<file path="config.mk">
export PLATFORM = sky130hd
export DESIGN_NAME = des_sbox_serial_f
export DESIGN_NICKNAME = d
export VERILOG_FILES = /design/src/rtl/des_sbox_serial_f.sv
export SDC_FILE = /design/constraint.sdc
export NUM_CORES = 1
export LEC_CHECK = 0
export BUFFER_PORTS_ARGS = -buffer_cell sky130_fd_sc_hd__buf_4
export CAP_MARGIN = 20
export CORE_AREA = 10 10 107 180
export DETAILED_ROUTE_END_ITERATION = 10
export DIE_AREA = 0 0 117 190
export GPL_TIMING_DRIVEN = 0
export PLACE_DENSITY = 0.65
export SETUP_SLACK_MARGIN = 0.1
export SYNTH_ARGS = -nofsm -noshare
export SYNTH_HDL_FRONTEND = slang
export SYNTH_SLANG_ARGS = --single-unit
</file>
<file path="constraint.sdc">
create_clock -name clk -period 5 [get_ports clk]
set_input_delay 0.5 -clock clk [delete_from_list [all_inputs] [get_ports clk]]
set_output_delay 0.5 -clock clk [all_outputs]
set_load 0.02 [all_outputs]
</file>
<file path="src/rtl/des_sbox_serial_f.sv">
// des_sbox_serial_f: serial substitution front end of the DES round function.
//   E-expands R, XORs the subkey, then feeds the eight 6-bit chunks (chunk 1 first)
//   through one shared S1 box, one chunk per cycle, packing nibbles into f_out.
// Ports: clk/rst (sync, active-high); in_valid/in_ready + r_in[31:0], subkey_in[47:0];
//   out_valid/out_ready + f_out[31:0]; busy = not idle.
// Latency: accept at edge t -> out_valid after edge t+8 (SBOX_PIPE=0) or t+9 (SBOX_PIPE=1).
module des_sbox_serial_f #(
  parameter int SBOX_PIPE = 0
) (
  input  logic        clk,
  input  logic        rst,
  input  logic        in_valid,
  output logic        in_ready,
  input  logic [31:0] r_in,
  input  logic [47:0] subkey_in,
  output logic        out_valid,
  input  logic        out_ready,
  output logic [31:0] f_out,
  output logic        busy
);

  localparam logic [1:0] IDLE  = 2'd0;
  localparam logic [1:0] SUB   = 2'd1;
  localparam logic [1:0] FLUSH = 2'd2;
  localparam logic [1:0] DONE  = 2'd3;

  // S1 rows, column 0 in the top nibble.
  localparam logic [63:0] S1_ROW [4] = '{
    64'hE4D12FB83A6C5907,
    64'h0F74E2D1A6CB9538,
    64'h41E8D62BFC973A50,
    64'hFC8249175B3EA06D
  };

  logic [1:0]  state;
  logic [47:0] x;
  logic [2:0]  cnt;
  logic [31:0] acc;
  logic [31:0] f_q;
  logic [3:0]  nib_q;

  logic [47:0] e_x;
  logic [33:0] ext;
  logic [5:0]  sbox_in;
  logic [63:0] sbox_row;
  logic [5:0]  sbox_sh;
  logic [3:0]  sbox_out;
  logic [3:0]  nib;
  logic        capture;
  logic        last;
  logic [31:0] acc_next;

  // E expansion: ext[33-d] is DES bit d, with bit 0 = bit 32 and bit 33 = bit 1,
  // so chunk k is simply a 6-bit window stepping by 4 through ext.
  always_comb begin
    ext = {r_in[0], r_in, r_in[31]};
    e_x = '0;
    for (int k = 0; k < 8; k++) begin
      e_x[47-6*k -: 6] = ext[33-4*k -: 6];
    end
  end

  // S-box: row from the outer bits, column from the inner four.
  always_comb begin
    sbox_in  = x[47:42];
    sbox_row = S1_ROW[{sbox_in[5], sbox_in[0]}];
    sbox_sh  = {~sbox_in[4:1], 2'b00};
    sbox_out = sbox_row[sbox_sh +: 4];
  end

  // With the pipe register the first SUB cycle has nothing registered yet, and the
  // eighth nibble arrives during FLUSH.
  always_comb begin
    nib      = (SBOX_PIPE != 0) ? nib_q : sbox_out;
    capture  = ((state == SUB) && ((SBOX_PIPE == 0) || (cnt != 3'd0))) || (state == FLUSH);
    last     = (SBOX_PIPE != 0) ? (state == FLUSH) : ((state == SUB) && (cnt == 3'd7));
    acc_next = {acc[27:0], nib};
  end

  always_ff @(posedge clk) begin
    if (rst) begin
      state <= IDLE;
      x     <= '0;
      cnt   <= '0;
      acc   <= '0;
      f_q   <= '0;
      nib_q <= '0;
    end else begin
      case (state)
        IDLE: begin
          if (in_valid) begin
            x     <= e_x ^ subkey_in;
            cnt   <= 3'd0;
            state <= SUB;
          end
        end
        SUB: begin
          x     <= {x[41:0], 6'b0};
          cnt   <= cnt + 3'd1;
          nib_q <= sbox_out;
          if (cnt == 3'd7) begin
            state <= (SBOX_PIPE != 0) ? FLUSH : DONE;
          end
        end
        FLUSH: begin
          state <= DONE;
        end
        default: begin
          if (out_ready) begin
            state <= IDLE;
          end
        end
      endcase

      if (capture) begin
        acc <= acc_next;
      end
      // f_out gets its own register so it only changes when a result completes.
      if (last) begin
        f_q <= acc_next;
      end
    end
  end

  assign in_ready  = (state == IDLE) && !rst;
  assign out_valid = (state == DONE);
  assign f_out     = f_q;
  assign busy      = (state != IDLE);

endmodule
</file>
==> metrics.md, run 1 <==
| Metric | Value |
|---|---|
| Status | `finished clean` |
| Remaining DRCs | `0` |
| Worst vdd ir | `0.246 mV` |
| Share of cells above drive strength 1 | `19.6%` |
| Core area | `16300 µm²` |
| Hpwl dp | `11900 µm` |
| CP max FO | `11` |
| CTS tree | `yes` |
| Initial detailed-routing violation count | `231` |
| Root buffer cell | `clkbuf_16` |
| Worst rel slew slack | `51.3%` |
| Top FF cell, synth | `dfxtp_1` |
| Die height | `190 µm` |
| Syn. warnings | `0` |
| Vias in the first global route | `5139` |
| CTS Buf Count | `17` |
| Worst hold path type | `flip-flop to flip-flop` |
| Final Max Slew Viols | `0` |
| Die Wd | `117 µm` |
| Tot GR Track Use | `13.8%` |
| Clock Path Buffers | `2` |
| Final Worst Setup Slack | `2.42 ns` |
| Wirelength per Cell | `14.7 µm` |
| Initial core utilization | `34.0%` |
| Worst EP required | `5.27 ns` |
| Syn nets | `802` |
| Post-synth EDFFs | `0` |
| H-tree depth | `4` |
| Synth area leader | `dfxtp_1` |
| F_max | `387 MHz` |
| P_leak | `2.83 nW` |
| Critical path class | `flip-flop to flip-flop` |
| First-pass GRT wire length | `24800 µm` |
| Synth unique cells | `43` |
| Synthesized cell area | `5540 µm²` |
| Post-CTS setup buffer count | `0` |
| Critical Path End Type | `flip-flop` |
| Avg Inst Size Synth | `7.88 µm²` |
| Tmin final | `2.58 ns` |
| Grt ovf | `0` |
| Slew at the pin with the worst max-slew slack | `0.731 ns` |
| Antenna violations before repair | `0` |
| Vias per inst | `4.86` |
| Routed Antenna Nets | `0` |
| Top post-synthesis cells by area | `dfxtp_1 41%, nand2_1 13%, xnor2_1 7.7%` |
| Most frequent cell after synthesis | `nand2_1` |
| Area grow syn2layout | `30.8%` |
| Post-cts hold buffer count | `0` |
| ANT cells | `0` |
| RSZ-0062 raised after global routing | `false` |
| Finish-stage setup viols | `0` |
| CP startpoint kind | `flip-flop` |
| CTS sink count | `113` |
| Clock Skew | `0.0152 ns` |
| Worst skew pair latency | `0.42 ns` |
| Ys async rst share | `0%` |
| Max_cap viols | `0` |
| Std cell rows | `62` |
| Synth Instances | `703` |
| Synth top cells by count | `190 x nand2_1, 113 x dfxtp_1, 83 x a21oi_1` |
| IO buf count | `117` |
| Post-route setup TNS | `0 ns` |
| Final hold vios | `0` |
| Die area | `22200 µm²` |
| FF+latch count, synth | `113` |
| Drt total wl | `15400 µm` |
| Final period utilization | `51.7%` |
| DRT Pass-1 Iters | `4` |
| Pre-CTS WS | `2.42 ns` |
| Worst Path Arrival | `2.85 ns` |
| Placer Congestion | `0.919` |
| Post-cts resize count | `0` |
| Vias post-DR | `5077` |
| CTS clock-pin slew for the worst setup and hold paths | `0.06 ns` |
| Pwr dens | `530 nW/µm²` |
| Ports | `119` |
| Final nets | `938` |
| Register area share after synthesis | `40.8%` |
| Largest net degree at the start of global routing | `17` |
| Top cell type's share of synthesized area | `40.8%` |
where the power goes:
group / internal [W] / switching (W)
combinational: 0.000565 / 0.000891
sequential: 0.00107 / 0.000114
clock: 0.000708 / 0.000500
registers in the layout (all words and copies together), names as in the netlist:
register and flops:
x 48, state 2, cnt 3, acc 28
f_out 32
cell usage in the layout, fill, tap and decap left out, types with 2 or more instances in the layout:
cell type / n
clkbuf_1: 43
a211oi_2: 2
nor2_1: 47
clkbuf_16: 17
o311ai_1: 2
nand3b_1: 2
ha_1: 15
buf_2: 9
nand2b_1: 6
a32oi_1: 3
inv_6: 6
inv_1: 8
nor3_1: 8
mux4_1: 2
a211oi_1: 5
and2_1: 4
nor2b_1: 7
nand2_1: 190
nand3_1: 2
inv_8: 5
o22ai_1: 3
buf_4: 117
dfxtp_1: 113
mux2i_1: 27
o21ai_0: 49
mux4_2: 4
xnor2_1: 49
o31ai_1: 2
clkinvlp_4: 3
a21oi_1: 83
final timing paths:
check                                   startpoint                  end  slack (ns)  depth (start not counted)
worst max register to register  x[42]$_SDFFE_PP0P_  acc[1]$_SDFFE_PP0P_        2.42                          7
worst max-delay path            x[42]$_SDFFE_PP0P_  acc[1]$_SDFFE_PP0P_        2.42                          7
worst min-delay path             x[8]$_SDFFE_PP0P_    x[8]$_SDFFE_PP0P_        0.45                          2
worst min register to register   x[8]$_SDFFE_PP0P_    x[8]$_SDFFE_PP0P_        0.45                          2
layer usage:
layer | part of all wire [%] | global-route usage, % | vias up | wire length (µm)
met2 | 53 | 24.6 | 144 | 8150
met5 | 0 | 0 | - | 0
met1 | 40 | 14.8 | 2294 | 6080
met4 | 1.8 | 5.59 | 0 | 269
met3 | 5.6 | 3.94 | 17 | 865
li1 | - | - | 2622 | -
cell type report:
type,instances,area (µm²)
fill,1662,9040
clock inverter,15,161
buffer,54,226
multi-input combinational,526,3010
inverter,10,42.5
tap,192,240
clock buffer,17,425
timing repair buffer,117,878
sequential,113,2260
metrics by stage:
stage	area, µm²	power, W	hold WS (ns)	util, %	cells
finish	7250	0.00384	0.451	44.5	1044
global route	7250	0.00408	0.464	44.5	1044
CTS	7250	0.00386	0.451	44.5	1044
detailed placement	6660	0.00265	0.443	40.9	1012
global placement	6660	0.00263	0.439	40.9	1012
floorplan	5540	0.00223	0.431	-	703
kinds of logic (layout without fill, tap and decap cells):
kind of cell / count (synthesis) / after routing / synth area share, %
muxes: 33 / 33 / 7.45
AOI/OAI and AO/OA: 161 / 161 / 16.3
buffers and inverters: 64 / 213 / 4.86
DFF: 113 / 113 / 40.8
adders and majority gates: 15 / 15 / 3.39
xor gates and xnor gates: 50 / 50 / 7.90
and+or+nand+nor: 267 / 267 / 19.3
critical path, cell delays in order, from the launching register on:
cell      delay (ns)
dfxtp_1         0.60
inv_2           0.17
ha_1            0.49
nand2b_1        0.21
a21oi_1         0.17
a21oi_1         0.06
o311ai_1        0.56
o22ai_1         0.17
No activity file was read; power rests on OpenSTA's default activity.
==> run 2, diff against run 1 <==
==> constraint.sdc (replaced) <==
create_clock -name clk -period 2.63 [get_ports clk]
set_input_delay 0.263 -clock clk [delete_from_list [all_inputs] [get_ports clk]]
set_output_delay 0.263 -clock clk [all_outputs]
set_load 0.02 [all_outputs]
==> run 2 against run 1 <==
Net effect:
- power grew 91%
- cell area increased by 0.22%
- die area unchanged
- hold slack got worse by 0.19 ns
- fmax grew 6.1%
- setup slack got worse by 2.2 ns
- sequential power grew 91%
- global-route usage barely moved
- critical path type unchanged
- sequential share of layout area fell by 0.053 points
==> metrics.md, run 2 (synthesis results as in run 1) <==
| Metric | Value |
|---|---|
| Post-CTS setup buffer count | `0 (unchanged)` |
| CTS clock-pin slew for the worst setup and hold paths | `0.06 ns (about the same)` |
| Routed Antenna Nets | `0 (unchanged)` |
| Largest register FFs | `48 (unchanged)` |
| Std cell rows | `62 (unchanged)` |
| Largest Register | `x` |
| Final nets | `938 (unchanged)` |
| Critical-path cell list | `clkbuf_4 -> inv_1 -> ha_2 -> mux4_2 -> mux4_2 -> a211oi_2` |
| Critical path class | `flip-flop to flip-flop` |
| Critical Path End Type | `flip-flop` |
| DRT Pass-1 Iters | `4 (unchanged)` |
| Worst EP required | `2.96 ns (-2.31 ns)` |
| CP startpoint kind | `flip-flop` |
| Vias in the first global route | `5130 (-0.18%)` |
| Clock Skew | `0.0131 ns (-0.00210 ns)` |
| Worst Path Arrival | `2.77 ns (-0.08 ns)` |
| Share of cells above drive strength 1 | `20.2% (+0.59 points)` |
| Worst hold path type | `input pin to flip-flop` |
| RSZ-0062 raised after global routing | `false` |
| H-tree depth | `4 (unchanged)` |
| Slowest CP cell | `mux4_2` |
| Ports | `119 (unchanged)` |
| Drt total wl | `15400 µm (+0.41%)` |
| Root buffer cell | `clkbuf_16` |
| Vias per inst | `4.89 (+0.65%)` |
| Die height | `190 µm (unchanged)` |
| Final period utilization | `92.6% (+41 points)` |
| Initial detailed-routing violation count | `219 (-5.2%)` |
| CTS Buf Count | `17 (unchanged)` |
| Placed Cells | `1012 (unchanged)` |
| Cell family with most CP delay | `multiplexers` |
| Post-route setup TNS | `0 ns (unchanged)` |
| Placer Congestion | `0.919 (unchanged)` |
| P_leak | `2.84 nW (+0.28%)` |
| Die Wd | `117 µm (unchanged)` |
| Remaining DRCs | `0 (unchanged)` |
| F_max | `411 MHz (+6.1%)` |
| Wirelength per Cell | `14.8 µm (+0.41%)` |
| ANT cells | `0 (unchanged)` |
| Worst vdd ir | `0.474 mV (+93%)` |
| CP max FO | `10 (-1)` |
| Area grow syn2layout | `31.1%` |
| Commonest non-fill, non-tap cell in the layout | `nand2_1` |
| Max_cap viols | `0 (unchanged)` |
| Post-cts hold buffer count | `0 (unchanged)` |
| Status | `finished clean` |
| Finish-stage setup viols | `0 (unchanged)` |
| Final Worst Setup Slack | `0.194 ns (-2.22 ns)` |
| Crit-path most repeated cell | `mux4_2` |
| First-pass GRT wire length | `24800 µm (about the same)` |
| Antenna violations before repair | `0 (unchanged)` |
| CTS tree | `yes` |
| Worst rel slew slack | `51.2% (about the same)` |
| IO buf count | `117 (unchanged)` |
| Vias post-DR | `5110 (+0.65%)` |
| Final hold vios | `0 (unchanged)` |
| CTS sink count | `113 (unchanged)` |
| Area of the multi-input gates | `3020 µm² (+0.33%)` |
| Core area | `16300 µm² (unchanged)` |
| Register area | `2260 µm² (about the same)` |
| Pwr dens | `1010 nW/µm² (+91%)` |
| Buf/Inv on CP | `2 (+1)` |
| Fin cells | `1044 (unchanged)` |
| Clock Path Buffers | `2 (unchanged)` |
| Crit path largest cell delay | `0.54 ns (-0.06 ns)` |
| Grt ovf | `0 (unchanged)` |
| Die area | `22200 µm² (unchanged)` |
| Tmin final | `2.44 ns (-0.148 ns)` |
| Hpwl dp | `11900 µm (unchanged)` |
| Tot GR Track Use | `13.9% (about the same)` |
| Slew at the pin with the worst max-slew slack | `0.732 ns (+0.000545 ns)` |
| Commonest non-fill, non-tap cells in the layout | `190 x nand2_1, 117 x buf_4, 112 x dfxtp_1` |
| Filler cells | `1659 (-0.18%)` |
| Worst skew pair latency | `0.42 ns (about the same)` |
| Post-cts resize count | `3 (+3)` |
| Largest net degree at the start of global routing | `17 (unchanged)` |
| Pre-CTS WS | `0.0461 ns (-2.37 ns)` |
| Initial core utilization | `34.0% (unchanged)` |
| Final Max Slew Viols | `0 (unchanged)` |
==> run 2: changes by cell type in the layout (fill, tap and decap cells not counted), sizes merged <==
cell and change:
buf -1, clkbuf +1
==> run 2: final timing paths <==
check	cells past startpoint	endpoint	startpoint	slack, ns
setup / recovery	6	acc[3]$_SDFFE_PP0P_	x[47]$_SDFFE_PP0P_	0.19
hold / removal	5	x[18]$_SDFFE_PP0P_	subkey_in[18]	0.26
setup reg to reg	6	acc[3]$_SDFFE_PP0P_	x[47]$_SDFFE_PP0P_	0.19
hold reg to reg	2	x[21]$_SDFFE_PP0P_	x[21]$_SDFFE_PP0P_	0.45
==> run 2: layout make-up <==
cell class	instances	area share [%]
buffer	54	3.19
clock inverter	15	2.22
clock buffer	17	5.86
timing repair buffer	117	12.1
tap	192	3.31
multi-input combinational	526	41.6
inverter	10	0.586
sequential	113	31.2
==> run 2: layer usage <==
metal	routed length (µm)	GRT usage (%)	up-vias
met4	282	5.49	0
met5	0	0	-
met3	784	3.91	18
li1	-	-	2623
met1	6150	14.8	2335
met2	8210	24.7	134
==> run 2: tightest hold or removal path: cells and delay by family <==
family | cells | cell delay [ns]
compound gates | 2 | 0.13
xor+xnor | 1 | 0.10
buf+inv | 1 | 0.08
simple gates | 1 | 0.06
==> run 2: stage by stage <==
| stage | total power (W) | hold WS (ns) | instance area (µm²) | util [%] |
|---|---|---|---|---|
| 3_5_place_dp | 0.00504 | 0.443 | 6660 | 40.9 |
| 3_3_place_gp | 0.00501 | 0.439 | 6660 | 40.9 |
| 2_1_floorplan | 0.00424 | 0.431 | 5540 | - |
| 4_1_cts | 0.00736 | 0.250 | 7260 | 44.5 |
| 6_report | 0.00735 | 0.258 | 7260 | 44.6 |
| 5_1_grt | 0.00779 | 0.270 | 7260 | 44.6 |
==> run 2: where the power goes <==
group	internal, W	switching [W]
combinational	0.00109	0.00171
sequential	0.00203	0.000218
clock	0.00135	0.000956
total	0.00447	0.00288
